[src/rtl/huff_decoder.sv]
// Serial Huffman decoder: shifts code bits into an accumulator and matches the
// partial code against a loaded table, emitting one character per completed code.
module huff_decoder #(
    parameter int NUM_SYMS = 5,
    parameter int CODE_W   = 5,
    parameter int CHAR_W   = 7
) (
    input  logic                         clk,
    input  logic                         reset,
    input  logic                         table_en,
    input  logic [NUM_SYMS*CODE_W-1:0]   encoded_value,
    input  logic [NUM_SYMS*CODE_W-1:0]   encoded_mask,
    input  logic [NUM_SYMS*CHAR_W-1:0]   character,
    input  logic                         bit_in,
    input  logic                         bit_valid,
    output logic                         bit_ready,
    output logic [CHAR_W-1:0]            char_out,
    output logic                         char_valid,
    output logic                         err,
    output logic [7:0]                   sym_count
);

    localparam int LEN_W = $clog2(CODE_W + 1);

    localparam logic [1:0] IDLE = 2'd0;
    localparam logic [1:0] RUN  = 2'd1;
    localparam logic [1:0] ERR  = 2'd2;

    logic [1:0]        state;
    logic [CODE_W-1:0] acc;
    logic [LEN_W-1:0]  len;

    logic [CODE_W-1:0] tbl_value [NUM_SYMS];
    logic [CODE_W-1:0] tbl_mask  [NUM_SYMS];
    logic [CHAR_W-1:0] tbl_char  [NUM_SYMS];

    logic [CODE_W-1:0] acc_next;
    logic [LEN_W-1:0]  len_next;
    logic              hit;
    logic [CHAR_W-1:0] hit_char;

    function automatic logic [LEN_W-1:0] popcount(input logic [CODE_W-1:0] m);
        logic [LEN_W-1:0] n;
        n = '0;
        for (int b = 0; b < CODE_W; b++) begin
            n = n + LEN_W'(m[b]);
        end
        return n;
    endfunction

    function automatic logic entry_match(input logic [CODE_W-1:0] value,
                                         input logic [CODE_W-1:0] mask,
                                         input logic [CODE_W-1:0] code,
                                         input logic [LEN_W-1:0]  code_len);
        return (mask != '0) && (popcount(mask) == code_len) && ((code & mask) == value);
    endfunction

    assign acc_next  = {acc[CODE_W-2:0], bit_in};
    assign len_next  = len + LEN_W'(1);
    assign bit_ready = (state == RUN);

    // Scan from the top index down so the lowest matching entry wins.
    always_comb begin
        hit      = 1'b0;
        hit_char = '0;
        for (int i = NUM_SYMS - 1; i >= 0; i--) begin
            if (entry_match(tbl_value[i], tbl_mask[i], acc_next, len_next)) begin
                hit      = 1'b1;
                hit_char = tbl_char[i];
            end
        end
    end

    always_ff @(posedge clk) begin
        if (!reset) begin
            state      <= IDLE;
            acc        <= '0;
            len        <= '0;
            char_out   <= '0;
            char_valid <= 1'b0;
            err        <= 1'b0;
            sym_count  <= 8'd0;
            for (int i = 0; i < NUM_SYMS; i++) begin
                tbl_value[i] <= '0;
                tbl_mask[i]  <= '0;
                tbl_char[i]  <= '0;
            end
        end else begin
            char_valid <= 1'b0;
            // A table load wins over any bit offered in the same cycle.
            if (table_en) begin
                for (int i = 0; i < NUM_SYMS; i++) begin
                    tbl_value[i] <= encoded_value[(NUM_SYMS-1-i)*CODE_W +: CODE_W];
                    tbl_mask[i]  <= encoded_mask[(NUM_SYMS-1-i)*CODE_W +: CODE_W];
                    tbl_char[i]  <= character[(NUM_SYMS-1-i)*CHAR_W +: CHAR_W];
                end
                acc   <= '0;
                len   <= '0;
                err   <= 1'b0;
                state <= RUN;
            end else if (state == RUN && bit_valid) begin
                if (hit) begin
                    char_out   <= hit_char;
                    char_valid <= 1'b1;
                    acc        <= '0;
                    len        <= '0;
                    sym_count  <= sym_count + 8'd1;
                end else if (len_next == LEN_W'(CODE_W)) begin
                    err   <= 1'b1;
                    state <= ERR;
                    acc   <= '0;
                    len   <= '0;
                end else begin
                    acc <= acc_next;
                    len <= len_next;
                end
            end
        end
    end

endmodule

[config.mk]
export PLATFORM = sky130hd
export DESIGN_NAME = huff_decoder
export DESIGN_NICKNAME = d
export VERILOG_FILES = /design/src/rtl/huff_decoder.sv
export SDC_FILE = /design/constraint.sdc
export NUM_CORES = 1
export LEC_CHECK = 0
export CAP_MARGIN = 20
export CORE_ASPECT_RATIO = 1.2
export CORE_UTILIZATION = 44
export DETAILED_ROUTE_END_ITERATION = 6
export PLACE_DENSITY = 0.71
export SLEW_MARGIN = 20
export SYNTH_ARGS = -nofsm -noshare
export SYNTH_HDL_FRONTEND = slang
export SYNTH_SLANG_ARGS = --single-unit
[constraint.sdc]
create_clock -name clk -period 12 [get_ports clk]
set_clock_uncertainty 0.05 [all_clocks]
set_input_delay 3 -clock clk [delete_from_list [all_inputs] [get_ports clk]]
set_output_delay 3 -clock clk [all_outputs]
set_load 0.005 [all_outputs]
==> results.md, run 1 <==
- Status: complete, no violations
- First-pass GRT wire length: 19.6 mm
- Max-slew violations: 0
- FF/Latch Area: 3050 um2
- Worst R2R Path Depth: 12
- Vias post-DR: 4044
- Setup Fix Bufs, Post-CTS: 0
- DR DRC count: 0
- Post-Synthesis Cell Area: 5750 um2
- FF-to-FF setup slack: 8.25 ns
- Post-CTS Resized: 0
- # fillers: 1094
- Slowest cell on the critical path: clkdlybuf4s50_1
- Layout cells sized above 1: 6.46%
- Slew @ Worst Pin: 0.865 ns
- Max Fclk: 189 MHz
- Dpl cells: 736
- Synth Instances: 496
- TritonCTS clock tree: built
- Vias per inst: 5.38
- Num CTS Buffers: 9
- CTS Sinks: 110
- Critical R2R Launch: tbl_mask[0][5]
- Worst-case clock buffer depth: 2
- Hold depth: 2
- Final Cell Area: 7140 um2
- Drt first-iter violations: 228
- Largest stage delay, worst path: 0.69 ns
- Total grt overflow: 0
- Hold wc startpoint: state[0]
- Post-Route WL: 12.3 mm
- Setup TNS: 0 ns
- Critical Path Start: bit_in
- EDFF count, synth: 85
- Mean Syn Cell Area: 11.6 um2
- Die Ht: 127 um
- Worst Path Arrival: 5.49 ns
- Main synth FF type: edfxtp_1
- Setup CP Type: input port to flop
- Worst-skew pair later-pin latency: 0.35 ns
- Top post-synthesis cells by area: edfxtp_1, and3_1, dfxtp_1, fa_1, xor2_1
- Post-route ant nets: 0
- Setup violators final: 0
- Nets@finish: 696
- Post-synthesis sequential area ratio: 53.1%
- Startpoint types: input port
- Clk pin slew, worst setup/hold paths: 0.07 ns
- HPWL after detailed placement: 9.23 mm
- Unrepaired setup endpoints after global routing: false
- Io pins: 108
- PwrDens: 123 nW/um2
- Final hold vios: 0
- Async set-reset flop share out of synthesis: 0%
- Width of the die: 106 um
- Max FO, Critical Path: 9
- Crit end category: flop
- Leakage: 0.00301 uW
- Worst Hold Path EP: state[0]
- Die ar.: 13500 um2
- HP Class: flop to flop
- Max Cap Viol: 0
- N_diodes: 0
- Total power draw: 881 uW
- Min cycle time layout: 5.30 ns
- CTS H-tree depth: 3
- Layout Cells excl Fill: 752
- Area of the multi-input gates: 2360 um2
- Core Area: 12700 um2
- Period utilisation layout: 44.2%
- Starting Density: 45.2%
- Placed Area: 6850 um2
- Place WS: 6.37 ns
- Synth Register Bits: 110
- Syn_nets: 609
- Final setup margin: 6.70 ns
- R2r endpoint: sym_count[4]
- Initial antenna violation count: 0
- I/O Buffers: 107
- P&R area growth vs syn: 24.1%
- Final Wtd Congestion: 0.903
- Pin count of the biggest net entering global routing: 95
- Row Count: 45
- TritonRoute pass-1 iters: 5
- Vias in the first global route: 4103
- WL/cell: 16.3 um
- Critical Path, Cell by Cell: clkdlybuf4s50_1 > nand2_1 > xnor2_1 > nor4_1 > and2_1 > nor2b_1 > a211o_1 > o221a_1
- Post-synth top area share: 44.4%
- Cell type with the largest total area after synthesis: edfxtp_1
- Max-slew headroom: 42.0%
- Clock root cell: clkbuf_16
- Synth unique cells: 63
- # hold bufs at CTS: 0
- Critical path required time: 12.19 ns
- Ys Warns: 0
- Total GRT Usage: 18.9%
- Max IR drop VDD: 64.0 uV
area by class of cell:
cell class              count  share of cell area, %
inverters                  39                   2.05
clock inverters             3                  0.228
clock buffers              13                   3.80
flip-flops and latches    110                   42.8
multi-input cells         313                   33.1
repair buffers            110                   15.2
well taps                 164                   2.87
worst max path at each step:
| stage | end | depth (start not counted) |
|---|---|---|
| floorplan | acc[0] | 4 |
| global placement | sym_count[4] | 8 |
| detailed placement | char_out[6] | 8 |
| CTS | char_out[6] | 8 |
| global route | char_out[4] | 8 |
| finish | char_out[6] | 8 |
synthesized netlist by cell type, drive strengths merged, types with 6 or more instances:
master	n
and3	96
edfxtp	85
inv	39
dfxtp	25
clkbuf	23
nand2	22
xor2	20
nor2	18
a21oi	16
ha	13
buf	10
fa	10
o21ai	10
a211oi	9
a21o	9
nand3	9
xnor2	8
nor2b	7
or3	6
kinds of logic after synthesis:
group                    Yosys count  synth area share, %
AO/OA/AOI/OAI                     82                 11.2
XOR/XNOR                          30                 5.22
adder cells (fa/ha/maj)           23                 6.31
buffers and inverters             73                 5.98
flip-flops                       110                 53.1
AND/OR/NAND/NOR                  178                 18.2
placed cells by master (no fill, tap or decap), types with 4 or more instances in the layout:
cell / Yosys / routed
nor4_1: 4 / 4
edfxtp_1: 85 / 85
o211ai_1: 4 / 4
fa_1: 10 / 10
and3_1: 94 / 94
nor2b_1: 7 / 7
a22o_1: 5 / 5
a31oi_1: 4 / 4
clkdlybuf4s50_1: 0 / 105
a211oi_1: 9 / 9
dfxtp_1: 25 / 25
nand3_1: 9 / 9
or3_1: 6 / 6
o21ai_0: 4 / 4
inv_1: 39 / 39
o21ai_1: 5 / 5
nand2_1: 22 / 22
clkbuf_16: 0 / 10
a21oi_1: 15 / 15
ha_1: 13 / 13
nor2_1: 18 / 18
a221o_1: 5 / 5
xor2_1: 19 / 19
xnor2_1: 8 / 8
a21o_1: 6 / 6
critical path, delay by kind of cell:
kind / cells / cell delay, ns
compound gates: 2 / 0.53
buf+inv: 1 / 0.69
xor+xnor: 1 / 0.14
simple gates: 4 / 1.13
layer usage:
metal / GRT usage [%] / vias to the layer above / share of wire, %
li1: - / 1968 / -
met1: 20.9 / 1915 / 40
met2: 34.0 / 134 / 52
met3: 3.78 / 27 / 4.9
met4: 10.3 / 0 / 3.6
met5: 0 / - / 0
report_power, final:
| part | internal, uW | switching (uW) | leakage (uW) |
|---|---|---|---|
| sequential | 438 | 15.5 | 0.00112 |
| clock | 159 | 124 | 0.000145 |
| combinational | 72.7 | 71.9 | 0.00175 |
| total | 669 | 212 | 0.00301 |
state kept, by name, indices dropped and copies added, names as in the netlist:
register and flops:
tbl_mask 25, tbl_value 25, tbl_char 35, acc 4, state 2, char_valid 1, char_out 7, len 3
sym_count 8
per-stage QoR:
step | hold slack [ns] | utilization [%]
2_1_floorplan | 0.374 | -
3_3_place_gp | 0.383 | 53.9
3_5_place_dp | 0.396 | 53.9
4_1_cts | 0.406 | 56.1
5_1_grt | 0.423 | 56.1
6_report | 0.403 | 56.1
Note: power is estimated with default switching activity, not from simulation.
==> run 2, diff against run 1 <==
==> constraint.sdc (replaced) <==
create_clock -name clk -period 5.4 [get_ports clk]
set_clock_uncertainty 0.05 [all_clocks]
set_input_delay 1.35 -clock clk [delete_from_list [all_inputs] [get_ports clk]]
set_output_delay 1.35 -clock clk [all_outputs]
set_load 0.005 [all_outputs]
==> run 2 against run 1 <==
Against the previous run: clock power up 120%; sequential share of layout area is essentially flat; utilization is essentially flat; worst setup slack got worse by 5.0 ns; via count fell by 0.67%; combinational power rose by 120%.
==> results.md, run 2 (same netlist as run 1, synthesis figures left out) <==
- Nets@finish: 697 (+0.14%)
- P&R area growth vs syn: 24.1% (about the same)
- Status: complete, no violations
- CTS Sinks: 110 (unchanged)
- Max-slew headroom: 40.2% (-1.8 points)
- I/O Buffers: 107 (unchanged)
- CTS H-tree depth: 3 (unchanged)
- Routed length on met3: 622 um (+2.8%)
- HP Class: flop to flop
- Final hold vios: 0 (unchanged)
- Worst-case clock buffer depth: 2 (unchanged)
- Most flop-heavy register: tbl_char
- Die Ht: 127 um (unchanged)
- Worst Path Arrival: 3.89 ns (-1.60 ns)
- Setup TNS: 0 ns (unchanged)
- Max-slew violations: 0 (unchanged)
- Max FO, Critical Path: 9 (unchanged)
- Starting Density: 45.2% (unchanged)
- HPWL after detailed placement: 9.04 mm (-2.0%)
- Setup violators final: 0 (unchanged)
- Unrepaired setup endpoints after global routing: false
- Period utilisation layout: 69.1%
- Vias in the first global route: 4000 (-2.5%)
- Number of flip-flops in the largest register: 35 (unchanged)
- Critical R2R Launch: tbl_mask[0][5]
- Max Fclk: 268 MHz
- Vias per inst: 5.33 (-0.80%)
- Width of the die: 106 um (unchanged)
- # fillers: 1078 (-1.5%)
- DR DRC count: 0 (unchanged)
- Total GRT Usage: 18.8% (-0.11 points)
- Min cycle time layout: 3.73 ns
- Initial antenna violation count: 0 (unchanged)
- Final Wtd Congestion: 0.907 (+0.53%)
- Max Cap Viol: 0 (unchanged)
- Startpoint types: input port
- Io pins: 108 (unchanged)
- Top sig layer: met4
- Core Area: 12700 um2 (unchanged)
- N_diodes: 0 (unchanged)
- Hold wc startpoint: state[0]
- Clk pin slew, worst setup/hold paths: 0.07 ns (about the same)
- Critical Path Start: bit_in
- Setup Fix Bufs, Post-CTS: 0 (unchanged)
- Num CTS Buffers: 9 (unchanged)
- Commonest non-fill, non-tap cell in the layout: clkdlybuf4s50_1
- Placed Area: 6860 um2 (+0.11%)
- Total grt overflow: 0 (unchanged)
- Slew @ Worst Pin: 0.891 ns (+0.0266 ns)
- Worst-skew pair later-pin latency: 0.34 ns (about the same)
- Clock root cell: clkbuf_16
- Critical path required time: 5.56 ns (-6.63 ns)
- TritonCTS clock tree: built
- PwrDens: 274 nW/um2 (+120%)
- Most frequent cells in the layout: clkdlybuf4s50_1, and3_1, edfxtp_1
- First-pass GRT wire length: 19.6 mm (about the same)
- Post-CTS Resized: 0 (unchanged)
- Final Cell Area: 7140 um2 (about the same)
- Metal-1 WL: 4.93 mm (+0.65%)
- Largest registers: tbl_char x35, tbl_mask x25, tbl_value x25
- Leakage: 0.00301 uW (about the same)
- WL/cell: 16.3 um (-0.35%)
- # hold bufs at CTS: 0 (unchanged)
- Layout cells sized above 1: 6.45% (-0.011 points)
- Met2 wire length: 6.35 mm (about the same)
- Crit end category: flop
- Pin count of the biggest net entering global routing: 94 (-1.1%)
- TritonRoute pass-1 iters: 4 (-1)
- Max IR drop VDD: 189 uV (+200%)
- Drt first-iter violations: 190 (-17%)
- Die ar.: 13500 um2 (unchanged)
- Row Count: 45 (unchanged)
- Vias post-DR: 4017 (-0.67%)
- Post-route ant nets: 0 (unchanged)
- Setup CP Type: input port to flop
- Post-Route WL: 12.3 mm (-0.22%)
[run 2: cell count changes in the layout (fill, tap and decap cells not counted)]
| cell | delta |
|---|---|
| clkinv_2 | -1 |
| clkbuf_8 | +2 |
| inv_4 | -1 |
| clkbuf_1 | +1 |
| buf_4 | +1 |
| clkbuf_16 | -1 |
[run 2: metal layers]
| metal | global-route usage (%) | up-vias |
|---|---|---|
| met3 | 2.86 | 26 |
| li1 | - | 1975 |
| met5 | 0 | - |
| met1 | 22.2 | 1909 |
| met4 | 8.66 | 0 |
| met2 | 33.6 | 107 |
[run 2: where the power goes]
group	total, uW	leakage, uW	internal, uW	switching [uW]
Sequential	1010	0.00112	974	33.9
Clock	626	0.000140	351	275
Combinational	322	0.00175	162	161
Total	1960	0.00301	1490	470
[run 2: critical path: stages]
cell	delay (ns)
clkdlybuf4s50_1	0.67
nand2_1	0.12
xnor2_1	0.14
nor4_1	0.51
and2_1	0.38
nor2b_1	0.17
a211oi_1	0.42
a211oi_1	0.13
[run 2: through the flow]
stage	utilization (%)	total power [uW]	setup WS (ns)	hold WS (ns)	cells
2_1_floorplan	-	1230	0.435	0.374	496
3_3_place_gp	53.9	1340	1.54	0.383	737
3_5_place_dp	53.9	1350	1.40	0.393	737
4_1_cts	56.1	1970	1.68	0.402	753
5_1_grt	56.1	2040	1.41	0.431	753
6_report	56.1	1960	1.67	0.397	753
[run 2: final timing paths]
check	end	slack, ns	depth (start not counted)
setup / recovery	char_out[1]	1.67	8
hold / removal	state[0]	0.40	2
hold reg to reg	state[0]	0.40	2
setup reg to reg	sym_count[4]	1.69	12
[run 2: layout make-up]
class	count	area (um2)	share of cell area, %
flip-flops and latches	110	3050	42.7
multi-input cells	313	2360	33.1
repair buffers	111	1090	15.3
clock buffers	15	278	3.89
well taps	164	205	2.87
inverters	39	146	2.05
clock inverters	1	5.00	0.0701
==> run 3, diff against run 2 <==
==> constraint.sdc (replaced) <==
create_clock -name clk -period 3.6 [get_ports clk]
set_clock_uncertainty 0.05 [all_clocks]
set_input_delay 0.9 -clock clk [delete_from_list [all_inputs] [get_ports clk]]
set_output_delay 0.9 -clock clk [all_outputs]
set_load 0.005 [all_outputs]
==> run 3 against run 2 <==
Against the previous run: sequential share of layout area shrank 0.89 points; critical path depth grew 4; sequential power grew 50%; global-route usage grew 1.2 points; count of clock-buffer cells in the layout shrank 5; via count grew 3.1%; non-clock buffer count grew 12; sequential cell count is the same; die area is the same; worst setup slack lost 1.5 ns; first-iteration DRC count grew 52%; highest routed layer unchanged.
==> results.md, run 3 (same netlist as run 1, synthesis figures left out) <==
- N_diodes: 0 (unchanged)
- Dpl cells: 744 (+0.95%)
- Largest registers: tbl_char x35, tbl_mask x25, tbl_value x25
- Clock root cell: clkbuf_16
- P&R area growth vs syn: 26.8%
- Critical R2R Launch: tbl_mask[0][20]
- Max Cap Viol: 0 (unchanged)
- Max-slew violations: 0 (unchanged)
- Crit path max-delay family: adder cells
- Max Fclk: 289 MHz
- Period utilisation layout: 96.2%
- CP Capture Point: char_out[0]
- Starting Density: 45.2% (unchanged)
- Final Wtd Congestion: 0.814 (-10%)
- Vias in the first global route: 4311 (+7.8%)
- Drt first-iter violations: 289 (+52%)
- Critical path required time: 3.77 ns (-1.79 ns)
- Unrepaired setup endpoints after global routing: true
- Startpoint types: flop
- Min cycle time layout: 3.46 ns
- CP bufs+invs: 2 (+1)
- Hold wc startpoint: state[0]
- Worst path depth: 12 (+4)
- Die Ht: 127 um (unchanged)
- Slowest cell on the critical path: fa_1
- PwrDens: 407 nW/um2 (+49%)
- HPWL after detailed placement: 9.40 mm (+4.0%)
- Width of the die: 106 um (unchanged)
- I/O Buffers: 107 (unchanged)
- Total grt overflow: 0 (unchanged)
- Layout cells sized above 1: 9.63% (+3.2 points)
- Place WS: -0.0335 ns (-1.43 ns)
- Max FO, Critical Path: 13 (+4)
- Critical Path, Cell by Cell: fa_1 > inv_1 > fa_1 > inv_1 > ha_1 > xor3_2 > a2111oi_4 > nand4_2 > o21ai_4 > nor3_4 > a211oi_1 > a211oi_1
- Core Area: 12700 um2 (unchanged)
- Vias post-DR: 4143 (+3.1%)
- First-pass GRT wire length: 20.9 mm (+6.7%)
- Largest stage delay, worst path: 0.55 ns (-0.12 ns)
- FF-to-FF setup slack: 0.14 ns (-1.55 ns)
- Worst-case clock buffer depth: 2 (unchanged)
- Total GRT Usage: 20.0% (+1.2 points)
- TritonRoute pass-1 iters: 5 (+1)
- Clk pin slew, worst setup/hold paths: 0.07 ns (about the same)
- WL/cell: 16.9 um (+3.8%)
- HP Class: flop to flop
- Final hold vios: 0 (unchanged)
- Total power draw: 2970 uW (+52%)
- Vias per inst: 5.41 (+1.4%)
- Worst Path Arrival: 3.63 ns (-0.26 ns)
- Final setup margin: 0.138 ns (-1.53 ns)
- CTS H-tree depth: 3 (unchanged)
- Most frequent cells in the layout: clkdlybuf4s50_1, and3_1, edfxtp_1
- Commonest non-fill, non-tap cell in the layout: clkdlybuf4s50_1
- CTS Sinks: 110 (unchanged)
- Post-route ant nets: 0 (unchanged)
- Pin count of the biggest net entering global routing: 94 (unchanged)
- Setup CP Type: flop to flop
- Max-slew headroom: 52.6% (+12 points)
- Number of flip-flops in the largest register: 35 (unchanged)
- Row Count: 45 (unchanged)
- Die ar.: 13500 um2 (unchanged)
- Worst R2R Path Depth: 12 (unchanged)
- R2r endpoint: char_out[0]
- Worst hold margin: 0.401 ns (+0.00389 ns)
- DR DRC count: 0 (unchanged)
- Num CTS Buffers: 9 (unchanged)
- Most flop-heavy register: tbl_char
- Status: complete, no violations
- # hold bufs at CTS: 0 (unchanged)
- Post-Route WL: 13.0 mm (+5.6%)
- Io pins: 108 (unchanged)
- Crit end category: flop
- Initial antenna violation count: 0 (unchanged)
- Leakage: 0.00307 uW (+2.2%)
- Worst-skew pair later-pin latency: 0.35 ns (about the same)
- Max IR drop VDD: 223 uV (+18%)
- Nets@finish: 710 (+1.9%)
- Layout Cells excl Fill: 766 (+1.7%)
- Slew @ Worst Pin: 0.711 ns (-0.180 ns)
- Critical Path Start: tbl_mask[0][20]
- Setup violators final: 0 (unchanged)
- TritonCTS clock tree: built
==> run 3: cell count changes in the layout (fill, tap and decap cells not counted), moves of 2 or more <==
cell / change
inv_4: +2
buf_4: +12
clkbuf_1: -3
clkbuf_8: -2
==> run 3: worst min path at each step <==
stage / endpoint / slack [ns] / depth (start not counted)
after global routing: state[0] / 0.42 / 2
after CTS: state[0] / 0.40 / 2
after global placement: state[0] / 0.39 / 2
final: state[0] / 0.40 / 2
after floorplan: state[0] / 0.37 / 2
after detailed placement: state[0] / 0.39 / 2
==> run 3: power breakdown <==
| group | internal, uW | switching (uW) | leakage (uW) |
|---|---|---|---|
| sequential | 1460 | 48.3 | 0.00112 |
| combinational | 271 | 270 | 0.00182 |
| clock | 486 | 434 | 0.000141 |
==> run 3: final cells by class <==
cell class                      count  area (um2)
Clock buffer                       10         239
Clock inverter                      6        35.0
Fill cell                        1068        5430
Inverter                           39         146
Multi-Input combinational cell    314        2430
Sequential cell                   110        3050
Tap cell                          164         205
Timing Repair Buffer              123        1180
==> run 3: metrics by stage <==
step	cell area [um2]	utilization (%)	setup TNS [ns]
3_3_place_gp	6910	54.3	0
4_1_cts	7200	56.6	0
6_report	7290	57.3	0
5_1_grt	7290	57.3	-0.0600
2_1_floorplan	5760	-	0
3_5_place_dp	6910	54.3	-0.0817
==> run 3: timing repair <==
action / in CTS / in global routing
gates resized for setup: 2 / 8
endpoints found under the setup margin: 5 / 20
cloned: 0 / 1
pin swaps: 0 / 9
buffers inserted: 1 / 4
==> run 3: worst min-delay path: stages, from the launching register on <==
cell and delay [ns]:
dfxtp_1 0.31, nand2_1 0.05, o21ai_1 0.05
==> run 3: per-layer routing <==
metal  track usage, %  part of all wire (%)  routed length (um)
met5                0                     0                   0
met4             8.91                   2.6                 337
met3             2.91                   3.8                 495
met2             36.4                    54                6980
met1             23.1                    40                5140
